===== config.mk =====
export PLATFORM = sky130hd
export DESIGN_NAME = mem_bus_bridge
export DESIGN_NICKNAME = d
export VERILOG_FILES = /design/src/rtl/mem_bus_bridge_pkg.sv /design/src/rtl/mem_bus_bridge_region_decoder.sv /design/src/rtl/mem_bus_bridge.sv
export SDC_FILE = /design/constraint.sdc
export NUM_CORES = 1
export LEC_CHECK = 0
export CAP_MARGIN = 20
export CORE_MARGIN = 2
export CORE_UTILIZATION = 45
export DETAILED_ROUTE_END_ITERATION = 8
export PLACE_DENSITY = 0.86
export SYNTH_ARGS = -nofsm -noshare
export SYNTH_HDL_FRONTEND = slang
export SYNTH_SLANG_ARGS = --single-unit
export TNS_END_PERCENT = 50

===== constraint.sdc =====
create_clock -name clk -period 4.8 [get_ports clk]
set_input_delay 1.2 -clock clk [delete_from_list [all_inputs] [get_ports clk]]
set_output_delay 1.2 -clock clk [all_outputs]
set_load 0.03 [all_outputs]

===== src/rtl/mem_bus_bridge_pkg.sv =====
// rtl/mem_bus_bridge_pkg.sv - shared FSM encoding and default region map for mem_bus_bridge
package mem_bus_bridge_pkg;

   typedef enum logic [1:0] {
      ST_IDLE   = 2'd0,
      ST_ACCESS = 2'd1,
      ST_DONE   = 2'd2
   } state_t;

   // Region 0 is the low slice: 0x108 selects chipselect[0], 0x10C chipselect[1].
   localparam logic [63:0] DEF_REGION_BASE = {32'h0000_010C, 32'h0000_0108};
   localparam logic [63:0] DEF_REGION_MASK = {32'h0000_0003, 32'h0000_0003};

   function automatic int cnt_width(input int timeout);
      return (timeout < 1) ? 1 : $clog2(timeout + 1);
   endfunction

endpackage


===== src/rtl/mem_bus_bridge_region_decoder.sv =====
// rtl/mem_bus_bridge_region_decoder.sv - one-hot priority region decode of a byte address
module region_decoder #(
   parameter int N_REGIONS = 2,
   parameter int ADDR_W = 32,
   parameter logic [N_REGIONS*ADDR_W-1:0] REGION_BASE = '0,
   parameter logic [N_REGIONS*ADDR_W-1:0] REGION_MASK = '0
) (
   input  logic                 valid,
   input  logic [ADDR_W-1:0]    addr,
   output logic [N_REGIONS-1:0] hit
);

   // Lowest-numbered matching region wins so the output stays one-hot.
   always_comb begin
      logic found;
      hit   = '0;
      found = 1'b0;
      for (int k = 0; k < N_REGIONS; k++) begin
         if (valid && !found &&
             ((addr & ~REGION_MASK[k*ADDR_W +: ADDR_W]) ==
              (REGION_BASE[k*ADDR_W +: ADDR_W] & ~REGION_MASK[k*ADDR_W +: ADDR_W]))) begin
            hit[k] = 1'b1;
            found  = 1'b1;
         end
      end
   end

endmodule


===== src/rtl/mem_bus_bridge.sv =====
// rtl/mem_bus_bridge.sv - MEM-stage load/store to Avalon-MM bridge with pipeline stall and timeout
module mem_bus_bridge
   import mem_bus_bridge_pkg::*;
#(
   parameter int DATA_W = 32,
   parameter int ADDR_W = 32,
   parameter int AV_ADDR_W = 1,
   parameter int N_REGIONS = 2,
   parameter logic [N_REGIONS*ADDR_W-1:0] REGION_BASE = DEF_REGION_BASE,
   parameter logic [N_REGIONS*ADDR_W-1:0] REGION_MASK = DEF_REGION_MASK,
   parameter int TIMEOUT = 255
) (
   input  logic                   clk,
   input  logic                   rst,
   input  logic                   req_valid,
   input  logic                   req_write,
   input  logic [ADDR_W-1:0]      req_addr,
   input  logic [DATA_W-1:0]      req_wdata,
   input  logic [DATA_W/8-1:0]    req_be,
   output logic [N_REGIONS-1:0]   req_hit,
   output logic                   stall,
   output logic                   rsp_valid,
   output logic [DATA_W-1:0]      rsp_rdata,
   output logic                   rsp_err,
   output logic [N_REGIONS-1:0]   av_chipselect,
   output logic [AV_ADDR_W-1:0]   av_address,
   output logic                   av_read_n,
   output logic                   av_write_n,
   output logic [DATA_W-1:0]      av_writedata,
   output logic [DATA_W/8-1:0]    av_byteenable,
   input  logic [DATA_W-1:0]      av_readdata,
   input  logic                   av_waitrequest
);

   localparam int BE_W = DATA_W / 8;
   localparam int CNT_W = cnt_width(TIMEOUT);
   localparam logic [CNT_W-1:0] CNT_MAX = CNT_W'(TIMEOUT);

   state_t                 state, state_nxt;
   logic                   any_hit;
   logic [ADDR_W-1:0]      sel_mask;
   logic [N_REGIONS-1:0]   region_q;
   logic                   write_q;
   logic [AV_ADDR_W-1:0]   av_addr_q;
   logic [DATA_W-1:0]      wdata_q;
   logic [BE_W-1:0]        be_q;
   logic [DATA_W-1:0]      rdata_q;
   logic                   err_q;
   logic [CNT_W-1:0]       cnt_q;

   region_decoder #(
      .N_REGIONS  (N_REGIONS),
      .ADDR_W     (ADDR_W),
      .REGION_BASE(REGION_BASE),
      .REGION_MASK(REGION_MASK)
   ) u_region_decoder (
      .valid(req_valid),
      .addr (req_addr),
      .hit  (req_hit)
   );

   assign any_hit = |req_hit;

   always_comb begin
      sel_mask = '0;
      for (int k = 0; k < N_REGIONS; k++) begin
         if (req_hit[k]) sel_mask = REGION_MASK[k*ADDR_W +: ADDR_W];
      end
   end

   always_ff @(posedge clk) begin
      if (rst) state <= ST_IDLE;
      else     state <= state_nxt;
   end

   always_comb begin
      state_nxt = state;
      unique case (state)
         ST_IDLE:   if (any_hit) state_nxt = ST_ACCESS;
         ST_ACCESS: if (!av_waitrequest || cnt_q == CNT_MAX) state_nxt = ST_DONE;
         ST_DONE:   state_nxt = ST_IDLE;
         default:   state_nxt = ST_IDLE;
      endcase
   end

   // Request fields are captured once so the pipeline may present anything while stalled.
   always_ff @(posedge clk) begin
      if (rst) begin
         region_q  <= '0;
         write_q   <= 1'b0;
         av_addr_q <= '0;
         wdata_q   <= '0;
         be_q      <= '0;
         rdata_q   <= '0;
         err_q     <= 1'b0;
         cnt_q     <= '0;
      end else begin
         unique case (state)
            ST_IDLE: begin
               if (any_hit) begin
                  region_q  <= req_hit;
                  write_q   <= req_write;
                  av_addr_q <= AV_ADDR_W'((req_addr & sel_mask) >> 2);
                  wdata_q   <= req_wdata;
                  be_q      <= req_be;
                  rdata_q   <= '0;
                  err_q     <= 1'b0;
                  cnt_q     <= '0;
               end
            end
            ST_ACCESS: begin
               if (!av_waitrequest) begin
                  rdata_q <= write_q ? '0 : av_readdata;
               end else if (cnt_q == CNT_MAX) begin
                  err_q <= 1'b1;
               end else begin
                  cnt_q <= cnt_q + 1'b1;
               end
            end
            default: ;
         endcase
      end
   end

   always_comb begin
      stall         = 1'b0;
      rsp_valid     = 1'b0;
      rsp_rdata     = '0;
      rsp_err       = 1'b0;
      av_chipselect = '0;
      av_read_n     = 1'b1;
      av_write_n    = 1'b1;
      unique case (state)
         ST_IDLE:   stall = any_hit && !rst;
         ST_ACCESS: begin
            stall         = 1'b1;
            av_chipselect = region_q;
            av_read_n     = write_q;
            av_write_n    = !write_q;
         end
         ST_DONE: begin
            rsp_valid = 1'b1;
            rsp_rdata = rdata_q;
            rsp_err   = err_q;
         end
         default: ;
      endcase
   end

   assign av_address    = av_addr_q;
   assign av_writedata  = wdata_q;
   assign av_byteenable = be_q;

endmodule


==> flow_metrics.env, run 1 <==
export IMPL_num_io_pins=183
export IMPL_synthTopCellsByArea="dfxtp_1, o31ai_1, nand4_1"
export IMPL_maxSlewViolCount=0
export IMPL_fmax_mhz=248
export IMPL_hold_violations=0
export IMPL_end_kind="output port"
export IMPL_worstPathCellList="clkdlybuf4s50_1, nor4_4, nand4_2, o41ai_2, buf_4"
export IMPL_netlist_top_cells_count="dfxtp_1, a21oi_1, nand4_1"
export IMPL_wirelength_microns=12100
export IMPL_ir_drop_mv=0.137
export IMPL_die_area_sq_um=9660
export IMPL_placed_cell_area_sq_um=5790
export IMPL_overflow=0
export IMPL_post_dp_hpwl_microns=8370
export IMPL_cp_start_kind="primary input"
export IMPL_fin_setup_tns_ps=0
export IMPL_design_area_sq_um=5980
export IMPL_hold_depth=2
export IMPL_rsz0062_at_grt="no"
export IMPL_die_w_microns=98.3
export IMPL_fin_nets=720
export IMPL_worstSkewPairLatency_ps=350
export IMPL_max_stage_delay_ps=450
export IMPL_synth_most_common_cell="dfxtp_1"
export IMPL_ys_seq_elements=82
export IMPL_synth_seq_area_share=0.410
export IMPL_rr_worst_depth=4
export IMPL_arrival_ps=2830
export IMPL_syn_to_final_growth_pct=49.4
export IMPL_cp_max_fo=5
export IMPL_cts_resized=0
export IMPL_holdWs_ps=464
export IMPL_drc=0
export IMPL_cts_inserted_buffers=9
export IMPL_post_route_util=0.689
export IMPL_cts_hold_fix_buffers=0
export IMPL_cts_buffer_depth=2
export IMPL_synth_cell_type_count=46
export IMPL_port_buffers=179
export IMPL_ys_warn_count=0
export IMPL_wl_per_cell_microns=16.7
export IMPL_synth_edff_count=0
export IMPL_place_congestion=0.864
export IMPL_ant_nets=0
export IMPL_slew_limit_headroom=0.474
export IMPL_synth_top_area_cell="dfxtp_1"
export IMPL_antenna_cells=0
export IMPL_worst_pin_slew_ps=789
export IMPL_antenna_found_initial=0
export IMPL_cts_max_level=3
export IMPL_clk_pin_slew_ps=90
export IMPL_min_path_type="reg2reg"
export IMPL_fin_crit_sh=0.839
export IMPL_start_util=0.461
export IMPL_synth_main_ff_cell="dfxtp_1"
export IMPL_core_sq_um=8680
export IMPL_timing_setup_critical_path_class="in2out"
export IMPL_cts_tree="yes"
export IMPL_grt_usage=0.246
export IMPL_root_buffer="clkbuf_8"
export IMPL_cp_required_ps=3600
export IMPL_syn_area_sq_um=4000
export IMPL_status="finished clean"
export IMPL_post_cts_buffers=0
export IMPL_maxCapViolations=0
export IMPL_p_leak_nw=1.95
export IMPL_rows=34
export IMPL_setup_viol=0
export IMPL_clock_sinks=82
export IMPL_async_flop_share=0
export IMPL_vias_per_cell=5.75
export IMPL_die_h_microns=98.3
export IMPL_grt_first_pass_wirelength_microns=19700
export IMPL_grt_max_degree=54
export IMPL_worst_path_max_delay_cell="clkdlybuf4s50_1"
export IMPL_power_density_nw_per_um2=209
export IMPL_synthCells=463
export IMPL_drive_gt1_frac=0.0824
export IMPL_drt_initial_drc_count=154
export IMPL_num_vias=4179
export IMPL_yosys_area_top_type_share=0.410
export IMPL_skew_ps=7.54
export IMPL_first_pass_iters=4
export IMPL_fin_crit_ps=4030
export IMPL_avgSynthCellArea_sq_um=8.64
export IMPL_synth_nets=569
export IMPL_grt_pass1_vias=4048
-- registers in the layout (all words and copies together) (netlist names) --
| signal | cells |
|---|---|
| rdata_q | 32 |
| region_q | 2 |
| state | 2 |
| av_writedata | 32 |
| write_q | 1 |
| err_q | 1 |
| av_byteenable | 4 |
| cnt_q | 8 |
-- placed cells by master (no fill, tap or decap), types with 10 or more instances in the layout --
cell and n:
o21ai_0 23, buf_4 11, nand2_1 39, o21ai_1 10
a21oi_1 42, nand4_1 41, and2_1 35, a22oi_1 32
clkdlybuf4s50_1 175, o31ai_1 39, dfxtp_1 82
-- kinds of logic (layout without fill, tap and decap cells) --
group / count (synthesis) / in the layout / share of synthesized area
xor+xnor: 2 / 2 / 0.00438
other cells: 1 / 1 / 0.000937
flops: 82 / 82 / 0.410
fa+ha+maj: 1 / 1 / 0.00313
compound gates: 152 / 152 / 0.244
simple gates: 170 / 170 / 0.271
buf+inv: 53 / 209 / 0.0616
mux: 2 / 2 / 0.00500
-- layer usage --
metal	GRT usage	routed length [microns]	part of all wire
met5	0	0	0
met4	0.0822	180	0.015
met1	0.318	5090	0.42
met3	0.0773	1050	0.086
met2	0.391	5820	0.48
-- area by class of cell --
class / instances / area (sq um)
fill: 691 / 2700
multi-input combinational: 328 / 2130
timing repair buffer: 190 / 1880
sequential: 82 / 1640
tap: 108 / 135
clock buffer: 9 / 124
clock inverter: 7 / 52.6
inverter: 3 / 11.3
-- critical path, delay by kind of cell --
| family | cells | cell delay [ps] |
|---|---|---|
| buf+inv | 2 | 660 |
| simple gates | 2 | 630 |
| compound gates | 1 | 330 |
-- power breakdown --
part	switching, mW	leakage [nW]	internal [mW]	total [mW]
combinational	0.0372	1.21	0.0784	0.116
clock	0.263	0.0836	0.191	0.454
sequential	0.000000000475	0.660	0.679	0.679
total	0.300	1.95	0.949	1.25
-- final timing paths --
kind | start | end | slack [ps]
max | req_addr[5] | stall | 770
min | rdata_q[15] | rdata_q[15] | 460
max reg2reg | state[0] | cnt_q[1] | 3050
min reg2reg | rdata_q[15] | rdata_q[15] | 460
-- stage by stage --
stage / power [mW] / setup WS [ps] / cells
finish: 1.25 / 774 / 727
global route: 1.29 / 672 / 727
CTS: 1.26 / 755 / 726
detailed placement: 0.810 / 764 / 710
global placement: 0.807 / 809 / 708
floorplan: 0.713 / 968 / 463
No activity file was read; power rests on OpenSTA's default activity.
==> inputs of run 2 (changes only) <==
--- a/config.mk
+++ b/config.mk
@@ -7,9 +7,9 @@
 export LEC_CHECK = 0
 export CAP_MARGIN = 20
 export CORE_MARGIN = 2
-export CORE_UTILIZATION = 45
+export CORE_UTILIZATION = 38
 export DETAILED_ROUTE_END_ITERATION = 8
-export PLACE_DENSITY = 0.86
+export PLACE_DENSITY = 0.77
 export SYNTH_ARGS = -nofsm -noshare
 export SYNTH_HDL_FRONTEND = slang
 export SYNTH_SLANG_ARGS = --single-unit
==> constraint.sdc (replaced) <==
create_clock -name clk -period 3.25 [get_ports clk]
set_input_delay 0.8125 -clock clk [delete_from_list [all_inputs] [get_ports clk]]
set_output_delay 0.8125 -clock clk [all_outputs]
set_load 0.03 [all_outputs]
==> run 2 against run 1 <==
  * Sequential cell count unchanged
  * Critical path type unchanged
  * Largest cell class unchanged
  * Sequential share of layout area decreased by 0.21 points
  * Worst setup slack got worse by 730 ps
  * Clock skew increased by 2.4 ps
  * Register-to-register slack got worse by 1600 ps
  * Non-clock buffer count increased by 8
  * Critical endpoint unchanged
  * Die area increased by 18%
==> flow_metrics.env, run 2 (synthesis gave the netlist of run 1 again) <==
export IMPL_status="finished clean"
export IMPL_grt_max_degree=54
export IMPL_antenna_found_initial=0
export IMPL_max_stage_delay_ps=450
export IMPL_mostFrequentLayoutCells="clkdlybuf4s50_1, dfxtp_1, buf_4"
export IMPL_root_buffer="clkbuf_8"
export IMPL_fin_crit_ps=3210
export IMPL_min_path_type="reg2reg"
export IMPL_grt_pass1_vias=4034
export IMPL_cts_max_level=3
export IMPL_final_cells=763
export IMPL_fmax_mhz=311
export IMPL_final_common_cell="clkdlybuf4s50_1"
export IMPL_timing_setup_critical_path_class="in2out"
export IMPL_seqPwrFrac=0.536
export IMPL_grt_busiest_layer="met2"
export IMPL_p_leak_nw=2.07
export IMPL_setup_viol=0
export IMPL_wirelength_microns=12300
export IMPL_first_pass_iters=6
export IMPL_cts_buffer_depth=2
export IMPL_die_w_microns=107
export IMPL_design_area_sq_um=6020
export IMPL_die_h_microns=107
export IMPL_dp_cells=745
export IMPL_fillers=928
export IMPL_cp_max_fo=3
export IMPL_cp_num_buf_inv=2
export IMPL_worstSkewPairLatency_ps=340
export IMPL_syn_to_final_growth_pct=50.5
export IMPL_use_met2=0.335
export IMPL_maxCapViolations=0
export IMPL_port_buffers=179
export IMPL_drt_initial_drc_count=228
export IMPL_clk_pin_slew_ps=90
export IMPL_drive_gt1_frac=0.152
export IMPL_cp_start_kind="primary input"
export IMPL_grt_usage=0.212
export IMPL_antenna_cells=0
export IMPL_ir_drop_mv=0.219
export IMPL_rows=37
export IMPL_core_sq_um=10300
export IMPL_post_dp_hpwl_microns=8270
export IMPL_worst_pin_slew_ps=802
export IMPL_die_area_sq_um=11400
export IMPL_clock_sinks=82
export IMPL_maxSlewViolCount=0
export IMPL_cts_hold_fix_buffers=0
export IMPL_num_io_pins=183
export IMPL_grt_util_met3=0.0772
export IMPL_end_kind="output port"
export IMPL_overflow=0
export IMPL_combPwrFrac=0.092
export IMPL_post_route_util=0.586
export IMPL_fin_crit_sh=0.988
export IMPL_cp_required_ps=2440
export IMPL_drc=0
export IMPL_placed_cell_area_sq_um=5800
export IMPL_reg2reg_slack_ps=1490
export IMPL_skew_ps=9.95
export IMPL_fin_nets=728
export IMPL_grt_met1_usage=0.275
export IMPL_vias_per_cell=5.50
export IMPL_num_vias=4197
export IMPL_power_density_nw_per_um2=311
export IMPL_clock_power_share=0.372
export IMPL_cp_top_family="buffers and inverters"
export IMPL_p_switching_uw=447
export IMPL_start_util=0.389
export IMPL_cts_inserted_buffers=9
export IMPL_wl_per_cell_microns=16.1
export IMPL_p_sw_frac=0.239
export IMPL_grt_first_pass_wirelength_microns=19800
export IMPL_worst_path_max_delay_cell="clkdlybuf4s50_1"
export IMPL_holdWs_ps=463
export IMPL_internal_power_mw=1.43
export IMPL_cts_tree="yes"
export IMPL_worstPathCellList="clkdlybuf4s50_1, nor4_4, nand4_2, o41ai_4, buf_12"
export IMPL_arrival_ps=2400
export IMPL_rsz0062_at_grt="yes"
export IMPL_slew_limit_headroom=0.465
export IMPL_ant_nets=0
export IMPL_place_congestion=0.850
export IMPL_hold_violations=0
==> run 2: cell count changes in the layout (fill, tap and decap cells not counted), sizes merged <==
cell,before,now
clkbuf,9,10
clkinv,2,1
clkdlybuf4s50,175,141
buf,15,57
==> run 2: layout make-up <==
type | count | area, sq um | area share
timing repair buffer | 198 | 1860 | 0.309
multi-input combinational | 328 | 2150 | 0.357
clock inverter | 6 | 48.8 | 0.00810
clock buffer | 10 | 138 | 0.0228
inverter | 3 | 11.3 | 0.00187
sequential | 82 | 1640 | 0.272
tap | 136 | 170 | 0.0282
==> run 2: layer usage <==
metal,routed length (microns),part of all wire
met3,1260,0.10
met5,0,0
met4,195,0.016
met2,5850,0.48
met1,4990,0.41
==> run 2: final timing paths <==
kind / to / startpoint / cells past startpoint
worst max-delay path: stall / req_addr[18] / 5
worst min register to register: rdata_q[19] / rdata_q[19] / 2
worst max register to register: cnt_q[1] / cnt_q[0] / 5
worst min-delay path: rdata_q[19] / rdata_q[19] / 2
==> run 2: repair_timing <==
item                                    in CTS  in global routing
gates cloned                                 0                  0
setup buffers                                0                  2
endpoints found under the setup margin       1                  2
pin swaps                                    0                  3
gates resized for setup                      1                  2
==> run 2: through the flow <==
stage          total power [mW]  TNS, ps  worst slack (ps)
5_1_grt                    1.96    -21.6             -21.6
2_1_floorplan              1.05        0               193
3_3_place_gp               1.20    -34.5             -34.5
4_1_cts                    1.90        0              1.99
6_report                   1.87        0              39.2
3_5_place_dp               1.20    -24.6             -24.6
==> run 2: power groups by stage <==
stage	Sequential (mW)	Combinational, mW	Clock [mW]
after floorplan	1.03	0.0257	0
after global placement	1.03	0.169	0
after detailed placement	1.03	0.170	0
after CTS	1.00	0.172	0.725
after global routing	1.00	0.183	0.775
final	1.00	0.173	0.697
==> run 2: worst reg2reg max path, cell delays in order (launching register included) <==
cell and delay [ps]:
dfxtp_1 420, ha_1 270, nand3_1 210, o21bai_1 480, or3b_2 210, o31ai_1 50
==> inputs of run 3 (changes only) <==
--- a/config.mk
+++ b/config.mk
@@ -9,6 +9,7 @@
 export CORE_MARGIN = 2
 export CORE_UTILIZATION = 38
 export DETAILED_ROUTE_END_ITERATION = 8
+export GPL_TIMING_DRIVEN = 0
 export PLACE_DENSITY = 0.77
 export SYNTH_ARGS = -nofsm -noshare
 export SYNTH_HDL_FRONTEND = slang
==> run 3 against run 2 <==
  * First-iteration DRC count is 6.6% lower
  * Combinational power barely moved
  * Cell count is 3.9% higher
  * Non-clock buffer count is 30 higher
  * Die area stayed put
  * Via count grew 3.6%
  * Total power is 7.4% higher
  * Clock-buffer cell count rose by 2
  * Routed wire length up 5.2%
  * Fmax fell by 1.2%
  * Clock skew is essentially flat
  * Critical path type unchanged
  * Critical endpoint is now req_hit[1]
  * Largest cell class unchanged
  * Largest power group unchanged
==> flow_metrics.env, run 3 (synthesis gave the netlist of run 1 again) <==
export IMPL_r2r_start="state[0]"
export IMPL_die_area_sq_um=11400
export IMPL_antenna_found_initial=0
export IMPL_maxSlewViolCount=0
export IMPL_combPwrFrac=0.087
export IMPL_die_w_microns=107
export IMPL_rows=37
export IMPL_arrival_ps=2440
export IMPL_r2r_end="av_writedata[25]"
export IMPL_fin_setup_tns_ps=0
export IMPL_grt_first_pass_wirelength_microns=20600
export IMPL_mostFrequentLayoutCells="clkdlybuf4s50_1, dfxtp_1, a21oi_1"
export IMPL_hp_start="rdata_q[13]"
export IMPL_ant_nets=0
export IMPL_grt_pass1_vias=4152
export IMPL_fin_crit_ps=3250
export IMPL_hold_depth=2
export IMPL_cts_tree="yes"
export IMPL_cts_inserted_buffers=9
export IMPL_port_buffers=178
export IMPL_num_vias=4346
export IMPL_root_buffer="clkbuf_8"
export IMPL_grt_usage=0.220
export IMPL_drive_gt1_frac=0.105
export IMPL_end_kind="output port"
export IMPL_cp_start_kind="primary input"
export IMPL_cts_buffer_depth=2
export IMPL_cp_max_fo=13
export IMPL_cp_required_ps=2440
export IMPL_status="finished clean"
export IMPL_worstSkewPairLatency_ps=340
export IMPL_post_dp_hpwl_microns=9730
export IMPL_final_common_cell="clkdlybuf4s50_1"
export IMPL_hold_violations=0
export IMPL_fillers=916
export IMPL_num_io_pins=183
export IMPL_first_pass_iters=5
export IMPL_p_sw_frac=0.208
export IMPL_internal_power_mw=1.59
export IMPL_rr_worst_depth=6
export IMPL_start_util=0.389
export IMPL_min_path_type="reg2reg"
export IMPL_drt_initial_drc_count=213
export IMPL_clock_sinks=82
export IMPL_timing_final_ws_setup_ps=1.49
export IMPL_skew_ps=10.4
export IMPL_maxCapViolations=0
export IMPL_drc=0
export IMPL_overflow=0
export IMPL_clk_pin_slew_ps=80
export IMPL_wirelength_microns=12900
export IMPL_cts_hold_fix_buffers=0
export IMPL_power_density_nw_per_um2=322
export IMPL_critPathLaunch="req_addr[10]"
export IMPL_fin_nets=758
export IMPL_vias_per_cell=5.48
export IMPL_timing_setup_critical_path_class="in2out"
export IMPL_die_h_microns=107
export IMPL_fin_crit_sh=1.00
export IMPL_setup_viol=0
export IMPL_antenna_cells=0
export IMPL_dp_slack_ps=-837
export IMPL_grt_max_degree=14
export IMPL_p_switching_uw=418
export IMPL_rsz0062_at_grt="yes"
export IMPL_core_sq_um=10300
export IMPL_ir_drop_mv=0.262
export IMPL_cts_max_level=3
export IMPL_seqPwrFrac=0.499
export IMPL_reg2reg_slack_ps=1460
export IMPL_clock_power_share=0.415
export IMPL_wl_per_cell_microns=16.3
export IMPL_holdWs_ps=468
export IMPL_place_congestion=0.819
export IMPL_fmax_mhz=308
export IMPL_slew_limit_headroom=0.626
export IMPL_hold_end="rdata_q[13]"
export IMPL_p_leak_nw=2.11
export IMPL_design_area_sq_um=6250
export IMPL_worst_pin_slew_ps=556
export IMPL_placed_cell_area_sq_um=5950
export IMPL_syn_to_final_growth_pct=56.1
[run 3: changes by cell type in the layout (fill, tap and decap cells not counted), sizes merged]
cell / before / now
clkinv: 1 / 2
inv: 5 / 3
dlygate4sd2: 0 / 4
clkbuf: 10 / 35
buf: 57 / 30
clkinvlp: 3 / 0
clkdlybuf4s50: 141 / 171
bufinv: 0 / 2
[run 3: how the worst max path moves through the flow]
stage | slack (ps) | cells after the start | end
after global placement | -820 | 6 | stall
after detailed placement | -840 | 6 | stall
after CTS | -10 | 5 | stall
after global routing | -50 | 5 | req_hit[1]
after floorplan | 190 | 4 | req_hit[0]
final | 1 | 5 | req_hit[1]
[run 3: area by class of cell]
type	instances	area, sq um	area share
plain buffers	45	220	0.0352
clock buffers	12	155	0.0248
clock inverters	4	73.8	0.0118
inverters	3	11.3	0.00180
multi-input cells	328	2160	0.346
flip-flops and latches	82	1640	0.263
well taps	136	170	0.0272
repair buffers	183	1810	0.290
[run 3: critical path: stages]
cell and delay [ps]:
clkdlybuf4s50_1 470, nor4_4 390, and4_4 390, and3_1 210
buf_6 150
[run 3: what timing repair did]
item	CTS	global route
gates resized for setup	39	5
buffers inserted	4	1
pin swaps	11	3
endpoints found under the setup margin	33	32
[run 3: routing by layer]
metal  up-vias  routed length (microns)  track usage
li1       2110                        -            -
met1      2023                     5490        0.291
met2       193                     6180        0.365
met3        20                     1110       0.0498
met4         0                      155       0.0547
met5         -                        0            0
[run 3: power groups by stage]
stage	clock, mW	sequential, mW	combinational (mW)
after global placement	0	1.03	0.169
after detailed placement	0	1.03	0.171
after floorplan	0	1.03	0.0257
after global routing	0.904	1.00	0.183
final	0.835	1.00	0.174
after CTS	0.853	1.00	0.174
[run 3: through the flow]
step                total power [mW]  instances   util
finish                          2.01        793  0.608
global route                    2.09        793  0.608
floorplan                       1.05        463      -
CTS                             2.03        793  0.607
global placement                1.20        777  0.579
detailed placement              1.20        777  0.579
